<file path="config.mk">
export PLATFORM = sky130hd
export DESIGN_NAME = ttrng_sampler
export DESIGN_NICKNAME = d
export VERILOG_FILES = /design/src/rtl/ttrng_sampler.sv
export SDC_FILE = /design/constraint.sdc
export NUM_CORES = 1
export LEC_CHECK = 0
export ABC_AREA = 0
export CAP_MARGIN = 0
export CORE_ASPECT_RATIO = 1.25
export CORE_MARGIN = 2
export CORE_UTILIZATION = 40
export DETAILED_ROUTE_END_ITERATION = 7
export GPL_ROUTABILITY_DRIVEN = 0
export PLACE_DENSITY = 0.67
export RECOVER_POWER = 100
export SYNTH_ARGS = -nofsm -noshare
export SYNTH_HDL_FRONTEND = slang
export SYNTH_SLANG_ARGS = --single-unit
</file>
<file path="constraint.sdc">
create_clock -name clk -period 3.96 [get_ports clk]
set_clock_uncertainty 0.1 [all_clocks]
set_input_delay 1.188 -clock clk [delete_from_list [all_inputs] [get_ports clk]]
set_output_delay 1.188 -clock clk [all_outputs]
set_load 0.03 [all_outputs]
</file>
<file path="src/rtl/ttrng_sampler.sv">
// ttrng_sampler: health-tested TRNG byte sampler; a staged sample is pushed one edge later, out_valid the cycle after.
// A full FIFO with no pop drops the sample and sets overrun. Adaptive-proportion test compiled in with TTRNG_APT_EN.
module ttrng_sampler #(
    parameter int unsigned STARTUP    = 16,
    parameter int unsigned RCT_CUTOFF = 5,
    parameter int unsigned APT_WINDOW = 64,
    parameter int unsigned APT_CUTOFF = 13,
    parameter int unsigned FIFO_DEPTH = 4
) (
    input  logic       clk,
    input  logic       rst_n,
    input  logic       ena,
    input  logic [7:0] number,
    input  logic       number_valid,
    output logic [7:0] out_data,
    output logic       out_valid,
    input  logic       out_ready,
    output logic       health_fail,
    output logic [1:0] fail_code,
    output logic       overrun,
    input  logic       clear_fail
);
    localparam int unsigned AW = (FIFO_DEPTH > 1) ? $clog2(FIFO_DEPTH) : 1;
    localparam int unsigned CW = AW + 1;

    typedef enum logic [1:0] {ST_STARTUP, ST_RUN, ST_FAIL} state_t;

    if (STARTUP < 1 || STARTUP > 255 || RCT_CUTOFF < 2 || RCT_CUTOFF > 15 ||
        APT_WINDOW < 16 || APT_WINDOW > 256 || APT_CUTOFF < 2 || APT_CUTOFF > APT_WINDOW ||
        FIFO_DEPTH < 2 || FIFO_DEPTH > 16) begin : g_bad_cfg
        $error("ttrng_sampler: parameter out of range");
    end

    state_t        state;
    logic          stg_vld;
    logic [7:0]    stg_dat;
    logic [7:0]    rct_prev;
    logic [3:0]    rct_cnt;
    logic [3:0]    rct_cnt_n;
    logic [7:0]    su_cnt;
    logic [7:0]    su_cnt_n;
    logic [7:0]    mem [FIFO_DEPTH];
    logic [AW-1:0] wr_ptr;
    logic [AW-1:0] rd_ptr;
    logic [CW-1:0] count;
    logic          proc;
    logic          rct_fail;
    logic          apt_fail;
    logic          any_fail;
    logic          enter_fail;
    logic          full;
    logic          push;
    logic          push_ok;
    logic          pop;

    // A sample staged in the clear_fail cycle is discarded, and nothing is evaluated while disabled or failed.
    assign proc       = stg_vld && ena && (state != ST_FAIL) && !clear_fail;
    assign rct_cnt_n  = (rct_cnt != 4'd0 && stg_dat == rct_prev) ? rct_cnt + 4'd1 : 4'd1;
    assign rct_fail   = rct_cnt_n >= 4'(RCT_CUTOFF);
    assign su_cnt_n   = su_cnt + 8'd1;
    assign any_fail   = rct_fail || apt_fail;
    assign enter_fail = proc && any_fail;
    assign full       = (count == CW'(FIFO_DEPTH));
    assign pop        = out_ready && (count != '0);
    assign push       = proc && (state == ST_RUN) && !any_fail;
    assign push_ok    = push && (!full || pop);

    assign out_valid  = (count != '0) && (state != ST_FAIL);
    assign out_data   = mem[rd_ptr];

`ifdef TTRNG_APT_EN
    localparam int unsigned AIW = $clog2(APT_WINDOW);
    localparam int unsigned ACW = AIW + 1;

    logic [AIW-1:0] apt_idx;
    logic [7:0]     apt_ref;
    logic [ACW-1:0] apt_cnt;
    logic [ACW-1:0] apt_cnt_n;

    // apt_idx == 0 marks the first sample of a window, which becomes the reference.
    assign apt_cnt_n = (apt_idx == '0) ? ACW'(1)
                     : (stg_dat == apt_ref) ? apt_cnt + ACW'(1) : apt_cnt;
    assign apt_fail  = apt_cnt_n >= ACW'(APT_CUTOFF);

    always_ff @(posedge clk or negedge rst_n) begin
        if (!rst_n) begin
            apt_idx <= '0;
            apt_ref <= 8'h00;
            apt_cnt <= '0;
        end else if (clear_fail && state == ST_FAIL) begin
            apt_idx <= '0;
            apt_cnt <= '0;
        end else if (proc) begin
            apt_idx <= apt_idx + AIW'(1);
            apt_cnt <= apt_cnt_n;
            if (apt_idx == '0) begin
                apt_ref <= stg_dat;
            end
        end
    end
`else
    assign apt_fail = 1'b0;
`endif

    always_ff @(posedge clk or negedge rst_n) begin
        if (!rst_n) begin
            state       <= ST_STARTUP;
            stg_vld     <= 1'b0;
            stg_dat     <= 8'h00;
            rct_prev    <= 8'h00;
            rct_cnt     <= 4'd0;
            su_cnt      <= 8'd0;
            health_fail <= 1'b0;
            fail_code   <= 2'b00;
            overrun     <= 1'b0;
            wr_ptr      <= '0;
            rd_ptr      <= '0;
            count       <= '0;
            for (int i = 0; i < int'(FIFO_DEPTH); i++) begin
                mem[i] <= 8'h00;
            end
        end else begin
            if (ena) begin
                stg_vld <= number_valid;
                if (number_valid) begin
                    stg_dat <= number;
                end
            end else if (clear_fail) begin
                stg_vld <= 1'b0;
            end

            if (enter_fail) begin
                wr_ptr <= '0;
                rd_ptr <= '0;
                count  <= '0;
            end else begin
                if (push_ok) begin
                    mem[wr_ptr] <= stg_dat;
                    wr_ptr      <= wr_ptr + AW'(1);
                end
                if (pop) begin
                    rd_ptr <= rd_ptr + AW'(1);
                end
                if (push_ok && !pop) begin
                    count <= count + CW'(1);
                end else if (!push_ok && pop) begin
                    count <= count - CW'(1);
                end
            end

            if (clear_fail) begin
                overrun <= 1'b0;
            end else if (push && full && !pop) begin
                overrun <= 1'b1;
            end

            case (state)
                ST_STARTUP, ST_RUN: begin
                    if (proc) begin
                        rct_prev <= stg_dat;
                        rct_cnt  <= rct_cnt_n;
                        if (any_fail) begin
                            state       <= ST_FAIL;
                            health_fail <= 1'b1;
                            fail_code   <= {apt_fail, rct_fail};
                        end else if (state == ST_STARTUP) begin
                            su_cnt <= su_cnt_n;
                            if (su_cnt_n == 8'(STARTUP)) begin
                                state <= ST_RUN;
                            end
                        end
                    end
                end
                ST_FAIL: begin
                    if (clear_fail) begin
                        state       <= ST_STARTUP;
                        health_fail <= 1'b0;
                        fail_code   <= 2'b00;
                        rct_cnt     <= 4'd0;
                        su_cnt      <= 8'd0;
                    end
                end
                default: state <= ST_STARTUP;
            endcase
        end
    end
endmodule

</file>
* After elaboration in Yosys (flattened, before gate mapping)
Index checks and enable logic that the tools add are counted.
Word-level totals: register bits 74, input port bits 14, output and inout bits 13, logic and storage cells 118
Operators by class: add/sub/neg operators 6, magnitude comparators 4, equal/unequal tests 13, muxes and demuxes 38, bitwise operators 3, reduce and logical (&&, ||, !) cells 38
Operators with widths (number):
- 8-bit two-way mux | 7
- 32-bit bitwise mux | 1
- 2-bit two-way mux | 11
- 8-bit binary-select mux with 2-bit select | 1
- 8-bit demux with 2-bit select | 1
- 8-bit case mux with 2 select lines | 1
- 1-bit logical AND | 15
- 4-bit two-way mux | 3
- 2-bit inequality test (second input constant) | 6
- 2-bit nonzero test | 5
- 3-bit two-way mux | 3
- 8-bit by 1-bit adder with 8-bit output (second input constant) | 1
- 8-bit by 5-bit equality test with 1-bit output (second input constant) | 1
- 8-bit equality test | 1
- 2-bit case mux with 2 select lines | 2
- 4-bit case mux with 2 select lines | 1
- 4-bit AND reduction | 2
- 3-bit >= comparator (second input constant) | 2
- 1-bit two-way mux | 6
- 3-bit inequality test (second input constant) | 2
- 2-bit inverter with 3-bit output | 2
- 2-bit AND reduction | 3
- 3-bit nonzero test | 2
- 1-bit zero test | 5
- 17 further kinds | 18

* Depth between registers and ports, before layout
Gate-level depths: netlist (run 1).
depth in word-level cells 12, gate-level depth with buffers 11, gate-level depth less buffers 11

* Worst setup path after synthesis (run 1)
OpenSTA, ideal clock, no wires.
path type input -> register, start point in out_ready, end point reg count[2], setup time 0.129 ns, arrival time 3.014 ns, data required time 3.731 ns, path slack 0.717 ns, cell stages on the path 7, buffers on the path 0, cell sequence nor4b_1 -> a211oi_4 -> nor2b_1 -> fa_1 -> a2111o_1 -> o211ai_1 -> a31oi_1
On the way: longest elaborated chain between the ends 6
Ends and longest elaborated chain:
- from (decl) | line 17 | input logic out_ready,
- 1-bit logical AND (*) | line 64 | assign pop = out_ready && (count != '0);
- 1-bit logical OR | line 66 | assign push_ok = push && (!full || pop);
- 1-bit logical AND | line 66
- 1-bit logical AND or 1-bit zero test (tied branches) | line 144, 146
- 3-bit two-way mux or 1-bit logical AND (tied branches) | line 144, 146
- 3-bit two-way mux or 3-bit nonzero test (tied branches)
- to (signal assigned) | line 145 | count <= count + CW'(1);
- to (signal assigned) | line 147 | count <= count - CW'(1);
- to (decl) | line 45 | logic [CW-1:0] count;
Every way passes the cells marked *; elsewhere a longest branch is shown, timed or not. A chain may end at the register's enable or synchronous reset.

* Worst setup path after layout (run 1)
start point reg rd_ptr[0], end point out out_data[5]
On the way: longest elaborated chain between the ends 4
Ends and longest elaborated chain:
- from (decl) | line 44 | logic [AW-1:0] rd_ptr;
- from (signal assigned) | line 142 | rd_ptr <= rd_ptr + AW'(1);
- 2-bit inverter with 3-bit output (not written as such) | line 69 | assign out_data = mem[rd_ptr];
- 8-bit binary-select mux with 2-bit select | line 69
- 8-bit two-way mux (not written as such) (2 in a row) | line 69
- to (decl) | line 15 | output logic [7:0] out_data,
Every way passes these cells. The select of a mux whose other input is x is not followed.

==> impl_metrics.env, run 1 <==
export IMPL_pwr_density_cell_nw_per_um2=453
export IMPL_synth_top_cell_by_area="sky130_fd_sc_hd__dfrtp_1"
export IMPL_yosysSeqAreaShare_pct=50.1
export IMPL_mostFrequentLayoutCells="sky130_fd_sc_hd__dfrtp_1, sky130_fd_sc_hd__mux2_2, sky130_fd_sc_hd__nand2_1"
export IMPL_top_layer_used="met4"
export IMPL_mostFrequentLayoutCell="sky130_fd_sc_hd__dfrtp_1"
export IMPL_cts_root_buf="sky130_fd_sc_hd__clkbuf_8"
export IMPL_grt_max_degree=34
export IMPL_routed_wirelength_um=6630
export IMPL_met3WireLength_um=166
export IMPL_die_y_um=110
export IMPL_critical_path_required_ps=2670
export IMPL_rsz0062_at_grt="no"
export IMPL_reg2reg_slack_ps=950
export IMPL_max_freq_ghz=0.272
export IMPL_post_synth_inst_count=301
export IMPL_drc_errors=0
export IMPL_final_period_utilization_pct=92.9
export IMPL_min_path_type="reg2reg"
export IMPL_timing_hold_violations_final=0
export IMPL_inserted_clock_buffers=9
export IMPL_flow_area_growth_from_synthesis_pct=15.5
export IMPL_violations="capacitance limit, slew limit"
export IMPL_final_period_minus_worst_setup_slack_ps=3680
export IMPL_floorplan_initialDensity_pct=41.3
export IMPL_max_slew_worst_pin_slew_ps=1700
export IMPL_yosys_most_used_dff="sky130_fd_sc_hd__dfrtp_1"
export IMPL_global_route_usage_total_pct=15.2
export IMPL_hold_path_depth=2
export IMPL_drtIter0Drc=96
export IMPL_synth_cell_type_count=52
export IMPL_setup_tns_ps=0
export IMPL_die_w_um=88.8
export IMPL_critical_path_endpoint_type="primary output"
export IMPL_worstPathMaxFanout=10
export IMPL_clkLatencyLatePin_ps=340
export IMPL_core_region_area_um2=8700
export IMPL_vias=2387
export IMPL_cts_tree="done"
export IMPL_grt_first_pass_wirelength_um=11200
export IMPL_clock_sinks=72
export IMPL_crit_slowest_cell="sky130_fd_sc_hd__dfrtp_1"
export IMPL_core_rowCount=38
export IMPL_pre_cts_ws_ps=237
export IMPL_cts_resized=0
export IMPL_utilization_after_layout_pct=47.8
export IMPL_cap_viol_max_count=1
export IMPL_via_count_of_the_first_global_routing_pass=2360
export IMPL_drtAntennaViolNets=0
export IMPL_clock_path_buffers=2
export IMPL_synth_async_reset_ratio_pct=100
export IMPL_drt_pass_1_iters=4
export IMPL_viasPerCell=5.18
export IMPL_hold_ws_ps=395
export IMPL_postSynthNetCount=323
export IMPL_avgSynthCellArea_um2=12.0
export IMPL_run_status="finished with violations"
export IMPL_critPathArrivalTime_ps=2390
export IMPL_holdPathEnd="overrun"
export IMPL_timing_rr_end="count[2]"
export IMPL_timing_critical_path_cells="mux4_2 -> dlygate4sd3_1"
export IMPL_cpPeakStageDelay_ps=740
export IMPL_timing_max_slew_rel_slack_pct=-13.1
export IMPL_clk_transition_reported_paths_ps=80
export IMPL_synth_cell_area_um2=3600
export IMPL_design_die_area_um2=9770
export IMPL_synth_top_cells_by_area="sky130_fd_sc_hd__dfrtp_1, sky130_fd_sc_hd__mux2_2, sky130_fd_sc_hd__mux4_2, sky130_fd_sc_hd__nand2_1, sky130_fd_sc_hd__ha_1"
export IMPL_ioPinCount=27
export IMPL_synth_seq_cells=72
export IMPL_cts_setup_buffers=0
export IMPL_final_critical_path_setup_slack_ps=280
export IMPL_min_delay_start="overrun"
export IMPL_critical_path_class="reg2out"
export IMPL_io_buffers=25
export IMPL_top_area_cell_type_share_of_the_netlist_area_pct=50.1
export IMPL_drt_wl_cell_um=14.4
export IMPL_reg2reg_depth=11
export IMPL_holdBufCountCts=0
export IMPL_final_layout_size_suffix_gt1_share_pct=20.8
export IMPL_grt_overflow=0
export IMPL_power_leakage_nw=1.91
export IMPL_crit_reg2reg_launch="rct_cnt[0]"
export IMPL_n_diodes=0
export IMPL_antenna_found_initial=0
export IMPL_yosysWarningCount=0
export IMPL_worst_setup_path_start_kind="flip-flop"
export IMPL_number_of_pins_exceeding_their_max_slew_limit_in_the_final_report=34
export IMPL_routed_wl_met2_um=3330
export IMPL_met1Wirelength_um=3030
export IMPL_clock_tree_htree_level_count=3
export IMPL_detailedPlacementHpwl_um=4660
export IMPL_finalSetupViolations=0
export IMPL_final_net_count=358
export IMPL_power_ir_vdd_worst_mv=0.186
export IMPL_number_of_enable_type_register_cells_in_the_synthesized_netlist=0
[flip-flops by register name, indices dropped and copies added (netlist names), 3 cells and up]
| name | flops |
|---|---|
| mem | 32 |
| rct_cnt | 4 |
| count | 3 |
| stg_dat | 8 |
| su_cnt | 8 |
| rct_prev | 8 |
[Yosys cell counts, drive strengths merged (2+ instances only)]
cell type / number
mux2i: 5
inv: 9
nand3: 6
nor3: 3
a31oi: 4
a22o: 3
xor2: 5
o211ai: 2
and2: 3
nand3b: 2
xnor2: 7
a211oi: 4
a41oi: 4
mux2: 43
buf: 6
ha: 7
nor2: 16
a21oi: 18
nor2b: 5
dfrtp: 72
clkbuf: 4
o21a: 2
nand2: 39
nand2b: 2
mux4: 8
o21ai: 3
[critical path: cells and delay by family, from the launching register on]
family / cells / cell delay [ps]
buf+inv: 1 / 700
flops: 1 / 740
mux: 1 / 600
[logic make-up (layout without fill, tap and decap cells)]
| logic type | Yosys count | in the layout | share of synthesized area, % |
|---|---|---|---|
| AO/OA/AOI/OAI | 49 | 49 | 9.77 |
| adder cells (fa/ha/maj) | 8 | 8 | 2.99 |
| other | 1 | 1 | 0.104 |
| buffers and inverters | 19 | 59 | 2.54 |
| XOR/XNOR | 12 | 12 | 2.92 |
| multiplexers | 56 | 56 | 19.9 |
| AND/OR/NAND/NOR | 84 | 84 | 11.7 |
| flip-flops | 72 | 72 | 50.1 |
[metrics by stage]
step | cell area, um^2 | cells | power (mW)
global route | 4160 | 461 | 1.99
detailed placement | 4000 | 445 | 1.34
finish | 4160 | 461 | 1.88
floorplan | 3600 | 301 | 1.22
CTS | 4200 | 461 | 1.91
global placement | 4000 | 445 | 1.33
[worst max-delay path by stage]
stage	start	to	cells after the start
after floorplan	out_ready	count[2]	7
after global placement	out_ready	count[2]	9
after detailed placement	out_ready	count[2]	9
after CTS	rd_ptr[0]	out_data[5]	2
after global routing	rd_ptr[0]	out_data[5]	2
final	rd_ptr[0]	out_data[5]	2
[routing by layer]
metal | up-vias | GRT usage [%]
met5 | - | 0
met4 | 0 | 7.47
met3 | 8 | 3.20
met2 | 32 | 25.6
met1 | 1193 | 18.5
li1 | 1154 | -
[cell type report]
cell class | instances | area [um^2]
Fill cell | 784 | 4550
Sequential cell | 72 | 1800
Multi-Input combinational cell | 210 | 1690
Timing Repair Buffer | 34 | 287
Tap cell | 120 | 150
Clock buffer | 9 | 124
Clock inverter | 7 | 70.1
Inverter | 9 | 33.8
[power by group]
group	switching (mW)	internal, mW	total, mW	leakage, nW
clock network	0.277	0.290	0.568	0.0994
registers	0.146	0.820	0.966	0.954
logic	0.163	0.187	0.350	0.856
Note: power is estimated with default switching activity, not from simulation.
==> run 2, diff against run 1 <==
--- a/config.mk
+++ b/config.mk
@@ -8,5 +8,4 @@
 export ABC_AREA = 0
 export CAP_MARGIN = 0
-export CORE_ASPECT_RATIO = 1.25
 export CORE_MARGIN = 2
 export CORE_UTILIZATION = 40
==> constraint.sdc (replaced) <==
create_clock -name clk -period 3.96 [get_ports clk]
set_clock_uncertainty 0.1 [all_clocks]
set_input_delay 0.396 -clock clk [delete_from_list [all_inputs] [get_ports clk]]
set_output_delay 0.396 -clock clk [all_outputs]
set_load 0.03 [all_outputs]
==> run 2 against run 1 <==
Effect of this change:
- the run still ends with capacitance limit, slew limit left
- register-to-register slack got worse by 30 ps
- worst setup slack improved by 640 ps
- first-iteration DRC count is 13% lower
- power increased by 0.40%
- die area about the same
- via count down 1.0%
- sequential power about the same
- clock power up 2%
- global-route usage rose by 0.078 points
- non-clock buffer count down 7
- hold slack worse by 1.2 ps
==> impl_metrics.env, run 2 (synthesis results as in run 1) <==
export IMPL_cp_top_delay_family="compound AO/OA/AOI/OAI gates"
export IMPL_drtAntennaViolNets=0
export IMPL_clock_sinks=72
export IMPL_flow_area_growth_from_synthesis_pct=14.2
export IMPL_grt_first_pass_wirelength_um=11800
export IMPL_max_slew_worst_pin_slew_ps=1980
export IMPL_critical_path_required_ps=4090
export IMPL_number_of_pins_exceeding_their_max_slew_limit_in_the_final_report=37
export IMPL_floorplan_initialDensity_pct=41.2
export IMPL_timing_hold_violations_final=0
export IMPL_design_die_area_um2=9770
export IMPL_p_clk_share_pct=30.5
export IMPL_timing_critical_path_cells="inv_1 -> ha_1 -> nand2b_1 -> a41oi_1 -> o22a_1 -> a211oi_4 -> nor2b_1 -> fa_1 -> a2111o_1 -> o211ai_1 -> a31oi_1"
export IMPL_holdBufCountCts=0
export IMPL_clock_path_buffers=2
export IMPL_clk_transition_reported_paths_ps=90
export IMPL_comb_power_share_pct=18.4
export IMPL_grt_overflow=0
export IMPL_vias=2362
export IMPL_power_ir_vdd_worst_mv=0.263
export IMPL_core_rowCount=34
export IMPL_final_layout_size_suffix_gt1_share_pct=21.0
export IMPL_clkLatencyLatePin_ps=350
export IMPL_top_reg_by_flops="mem"
export IMPL_drtIter0Drc=84
export IMPL_die_y_um=98.8
export IMPL_register_area_um2=1800
export IMPL_cts_resized=0
export IMPL_n_diodes=0
export IMPL_power_leakage_nw=1.90
export IMPL_largest_register_ff_count=32
export IMPL_final_period_minus_worst_setup_slack_ps=3040
export IMPL_timing_max_slew_rel_slack_pct=-31.8
export IMPL_core_region_area_um2=8720
export IMPL_cts_tree="done"
export IMPL_seqPwrFrac_pct=51.0
export IMPL_routed_wirelength_um=6810
export IMPL_worst_setup_path_start_kind="flip-flop"
export IMPL_final_net_count=351
export IMPL_cts_setup_buffers=0
export IMPL_critPathArrivalTime_ps=3180
export IMPL_via_count_of_the_first_global_routing_pass=2378
export IMPL_hold_ws_ps=394
export IMPL_drt_pass_1_iters=4
export IMPL_final_period_utilization_pct=76.8
export IMPL_finalSetupViolations=0
export IMPL_viasPerCell=5.34
export IMPL_layout_filler_cells=791
export IMPL_antenna_found_initial=0
export IMPL_cpPeakStageDelay_ps=450
export IMPL_cp_num_buf_inv=1
export IMPL_critical_path_class="reg2reg"
export IMPL_rsz0062_at_grt="no"
export IMPL_mostFrequentLayoutCells="sky130_fd_sc_hd__dfrtp_1, sky130_fd_sc_hd__mux2_2, sky130_fd_sc_hd__nand2_1"
export IMPL_global_route_usage_total_pct=15.3
export IMPL_pwr_density_cell_nw_per_um2=460
export IMPL_clock_tree_htree_level_count=3
export IMPL_die_w_um=98.8
export IMPL_min_path_type="reg2reg"
export IMPL_run_status="finished with violations"
export IMPL_max_freq_ghz=0.329
export IMPL_grt_max_degree=38
export IMPL_worstPathMaxFanout=7
export IMPL_critical_path_endpoint_type="flip-flop"
export IMPL_mostFrequentLayoutCell="sky130_fd_sc_hd__dfrtp_1"
export IMPL_drt_wl_cell_um=15.4
export IMPL_detailedPlacementHpwl_um=4680
export IMPL_inserted_clock_buffers=9
export IMPL_multi_input_comb_area_um2=1690
export IMPL_drc_errors=0
export IMPL_cts_root_buf="sky130_fd_sc_hd__clkbuf_8"
export IMPL_cap_viol_max_count=1
export IMPL_ioPinCount=27
export IMPL_io_buffers=25
export IMPL_setup_tns_ps=0
export IMPL_crit_slowest_cell="sky130_fd_sc_hd__fa_1"
export IMPL_violations="capacitance limit, slew limit"
export IMPL_power_switching_mw=0.637
export IMPL_p_sw_share_pct=33.7
export IMPL_intPower_mw=1.25
==> run 2: path summary, 6_finish.rpt <==
check	from	cells after the start	to	slack (ps)
max	rct_cnt[0]	11	count[2]	920
min	mem[2]	1	mem[2]	390
max reg2reg	rct_cnt[0]	11	count[2]	920
min reg2reg	mem[2]	1	mem[2]	390
max in group asynchronous	rst_n	2	mem[5]	1490
min in group asynchronous	rst_n	1	mem[12]	480
==> run 2: through the flow <==
step                      utilization (%)  worst slack, ps  power (mW)  std cells  area [um^2]
after floorplan                         -             1070        1.22        301         3600
after global placement               45.1              840        1.32        426         3940
after detailed placement             45.1              745        1.34        426         3940
after CTS                            47.3              894        1.91        442         4130
after global routing                 47.1              673        2.01        442         4110
final                                47.1              917        1.89        442         4110
==> run 2: power groups by stage <==
stage               Sequential (mW)  Clock [mW]  Combinational (mW)
floorplan                     0.902           0               0.320
global placement              0.978           0               0.346
detailed placement            0.982           0               0.354
CTS                           0.967       0.590               0.356
global route                  0.987       0.632               0.394
finish                        0.965       0.577               0.348
==> run 2: final cells by class <==
cell class,instances,area share (%)
tap,108,3.29
timing repair buffer,27,6.24
clock buffer,9,3.01
multi-input combinational,210,41.1
clock inverter,7,1.67
sequential,72,43.8
inverter,9,0.822
==> run 2: routing by layer <==
| metal | GRT usage, % | up-vias | share of wire (%) |
|---|---|---|---|
| li1 | - | 1137 | - |
| met4 | 5.37 | 0 | 1.5 |
| met2 | 23.8 | 31 | 48 |
| met3 | 3.62 | 8 | 2.7 |
| met1 | 21.2 | 1186 | 48 |
| met5 | 0 | - | 0 |
==> RTL change, RTL diff (config.mk and constraints of run 2) <==
Build with the macro `TTRNG_APT_EN` defined.
--- a/src/rtl/ttrng_sampler.sv
+++ b/src/rtl/ttrng_sampler.sv
@@ -1,5 +1,7 @@
 // ttrng_sampler: health-tested TRNG byte sampler; a staged sample is pushed one edge later, out_valid the cycle after.
 // A full FIFO with no pop drops the sample and sets overrun. Adaptive-proportion test compiled in with TTRNG_APT_EN.
+`define TTRNG_APT_EN
+
 module ttrng_sampler #(
     parameter int unsigned STARTUP    = 16,
     parameter int unsigned RCT_CUTOFF = 5,
Behaviour: no difference found for any inputs over 10 cycles, from zero or initial values and one cycle with rst_n low; that may be too few to reach the edited logic, so the function may still have changed.
==> RTL change against run 2 <==
The flow still finishes with violations (max-capacitance violations, max-slew violations); sequential cell count up 23; power up 47%; setup slack worse by 320 ps; synthesized area up 39%; combinational power up 67%; global-route usage up 1.3 points; cell area up 37%; cell count up 46%; wire length up 51%; clock power up 53%.
==> RTL change: results (changes against run 2) <==
{
  "post_route_cells_drive_above_1_share": {"value": 12.2, "unit": "%", "change": "-8.8 points"},
  "root_buffer": {"value": "sky130_fd_sc_hd__clkbuf_16"},
  "portBuffers": {"value": 26, "change": "+4.0%"},
  "commonest_cells_in_the_synthesized_netlist": {"value": "95 x sky130_fd_sc_hd__dfrtp_1, 56 x sky130_fd_sc_hd__nand2_1, 34 x sky130_fd_sc_hd__nor2_1, 32 x sky130_fd_sc_hd__mux2_1, 16 x sky130_fd_sc_hd__mux2_2"},
  "antenna_found_initial": {"value": 0, "change": "unchanged"},
  "drt-initial-drc-count": {"value": 191, "change": "+130%"},
  "viasPerCell": {"value": 5.35, "change": "about the same"},
  "timing.critical_path.fanout_max": {"value": 12, "change": "+5"},
  "total_leakage_power": {"value": 2.57, "unit": "nW", "change": "+35%"},
  "slew_limit_fails": {"value": 98, "change": "+160%"},
  "design.final.nets": {"value": 496, "change": "+41%"},
  "outcome": {"value": "complete, but fails checks"},
  "yosys.area.top_type_share": {"value": 47.5, "unit": "%", "change": "-2.5 points"},
  "slowest_stage": {"value": "sky130_fd_sc_hd__o41ai_1"},
  "synth_nets": {"value": 472, "change": "+46%"},
  "cap_violations": {"value": 2, "change": "+1"},
  "netlist_top_cells_area": {"value": "sky130_fd_sc_hd__dfrtp_1 48%, sky130_fd_sc_hd__mux2_1 7.2%, sky130_fd_sc_hd__nand2_1 4.2%"},
  "proportion_of_synthesized_chip_area_in_sequential_cells": {"value": 47.5, "unit": "%", "change": "-2.5 points"},
  "yosys.cell_types.count": {"value": 61, "change": "+17%"},
  "global_route_wire_length_before_repair": {"value": 17400, "unit": "um", "change": "+47%"},
  "crit_arrival": {"value": 3460, "unit": "ps", "change": "+280 ps"},
  "max_slew_margin": {"value": -10.0, "unit": "%", "change": "+22 points"},
  "first_global_vias": {"value": 3400, "change": "+43%"},
  "failing_checks": {"value": "max-capacitance violations, max-slew violations"},
  "slowest_delay": {"value": 790, "unit": "ps", "change": "+340 ps"},
  "vdd.ir_drop.worst": {"value": 0.257, "unit": "mV", "change": "-2.5%"},
  "placed_cell_area": {"value": 5380, "unit": "um^2", "change": "+37%"},
  "clk_pin_slew": {"value": 70, "unit": "ps", "change": "-20 ps"},
  "grt_max_degree": {"value": 67, "change": "+76%"},
  "worstHoldPathType": {"value": "input pin to asynchronous set/reset pin"},
  "place_hpwl": {"value": 7320, "unit": "um", "change": "+56%"}
}
-- RTL change: cell count changes after synthesis, moves of 12 or more --
cell	run 2	this run
sky130_fd_sc_hd__mux2_2	41	16
sky130_fd_sc_hd__nor2_1	16	34
sky130_fd_sc_hd__o21ai_0	3	15
sky130_fd_sc_hd__dfrtp_1	72	95
sky130_fd_sc_hd__nand2_1	35	56
sky130_fd_sc_hd__mux2_1	2	32
sky130_fd_sc_hd__o21ai_1	0	12
-- RTL change: cell families (layout without fill, tap and decap cells) --
logic type	count (synthesis)	count (layout)	share of synthesized area [%]
and+or+nand+nor	152	152	15.0
DFF	95	95	47.5
AOI/OAI and AO/OA	76	76	10.8
muxes	57	57	14.6
buffers and inverters	30	59	3.38
xor gates and xnor gates	26	26	5.76
adders and majority gates	11	11	2.90
-- RTL change: per-stage QoR --
step	worst slack (ps)	power (mW)	utilization (%)	instances
4_1_cts	629	2.82	47.0	644
3_5_place_dp	661	1.93	44.4	628
5_1_grt	248	2.95	46.5	644
3_3_place_gp	801	1.90	44.4	628
6_report	596	2.78	46.5	644
2_1_floorplan	1040	1.77	-	447
-- RTL change: final timing paths --
check / start / endpoint / slack, ps / cells after the start
max: rct_cnt[0]$_DFFE_PN0P_ / su_cnt[5]$_DFFE_PN0P_ / 600 / 10
min: rst_n / su_cnt[4]$_DFFE_PN0P_ / 390 / 1
max reg2reg: rct_cnt[0]$_DFFE_PN0P_ / su_cnt[5]$_DFFE_PN0P_ / 600 / 10
min reg2reg: mem[15]$_DFFE_PN0P_ / mem[15]$_DFFE_PN0P_ / 390 / 1
max in group asynchronous: rst_n / rd_ptr[1]$_DFFE_PN0P_ / 1230 / 2
min in group clk: mem[15]$_DFFE_PN0P_ / mem[15]$_DFFE_PN0P_ / 390 / 1
-- RTL change: area by class of cell --
class / count / area [um^2]
fillers: 1147 / 6480
multi-input cells: 322 / 2410
flip-flops and latches: 95 / 2380
repair buffers: 31 / 285
clock buffers: 11 / 243
well taps: 168 / 210
clock inverters: 5 / 63.8
inverters: 12 / 45.0
-- RTL change: report_power, final --
part	switching [mW]	total, mW	internal (mW)
sequential	0.208	1.32	1.12
combinational	0.281	0.580	0.299
clock	0.369	0.881	0.513
total	0.858	2.78	1.93
-- RTL change: routing by layer --
metal  part of all wire, %  up-vias  global-route usage (%)
met5                     0        -                       0
met4                   1.1        0                    4.92
met3                   2.6        7                    2.56
met2                    47       57                    26.5
met1                    49     1736                    23.6
li1                      -     1644                       -
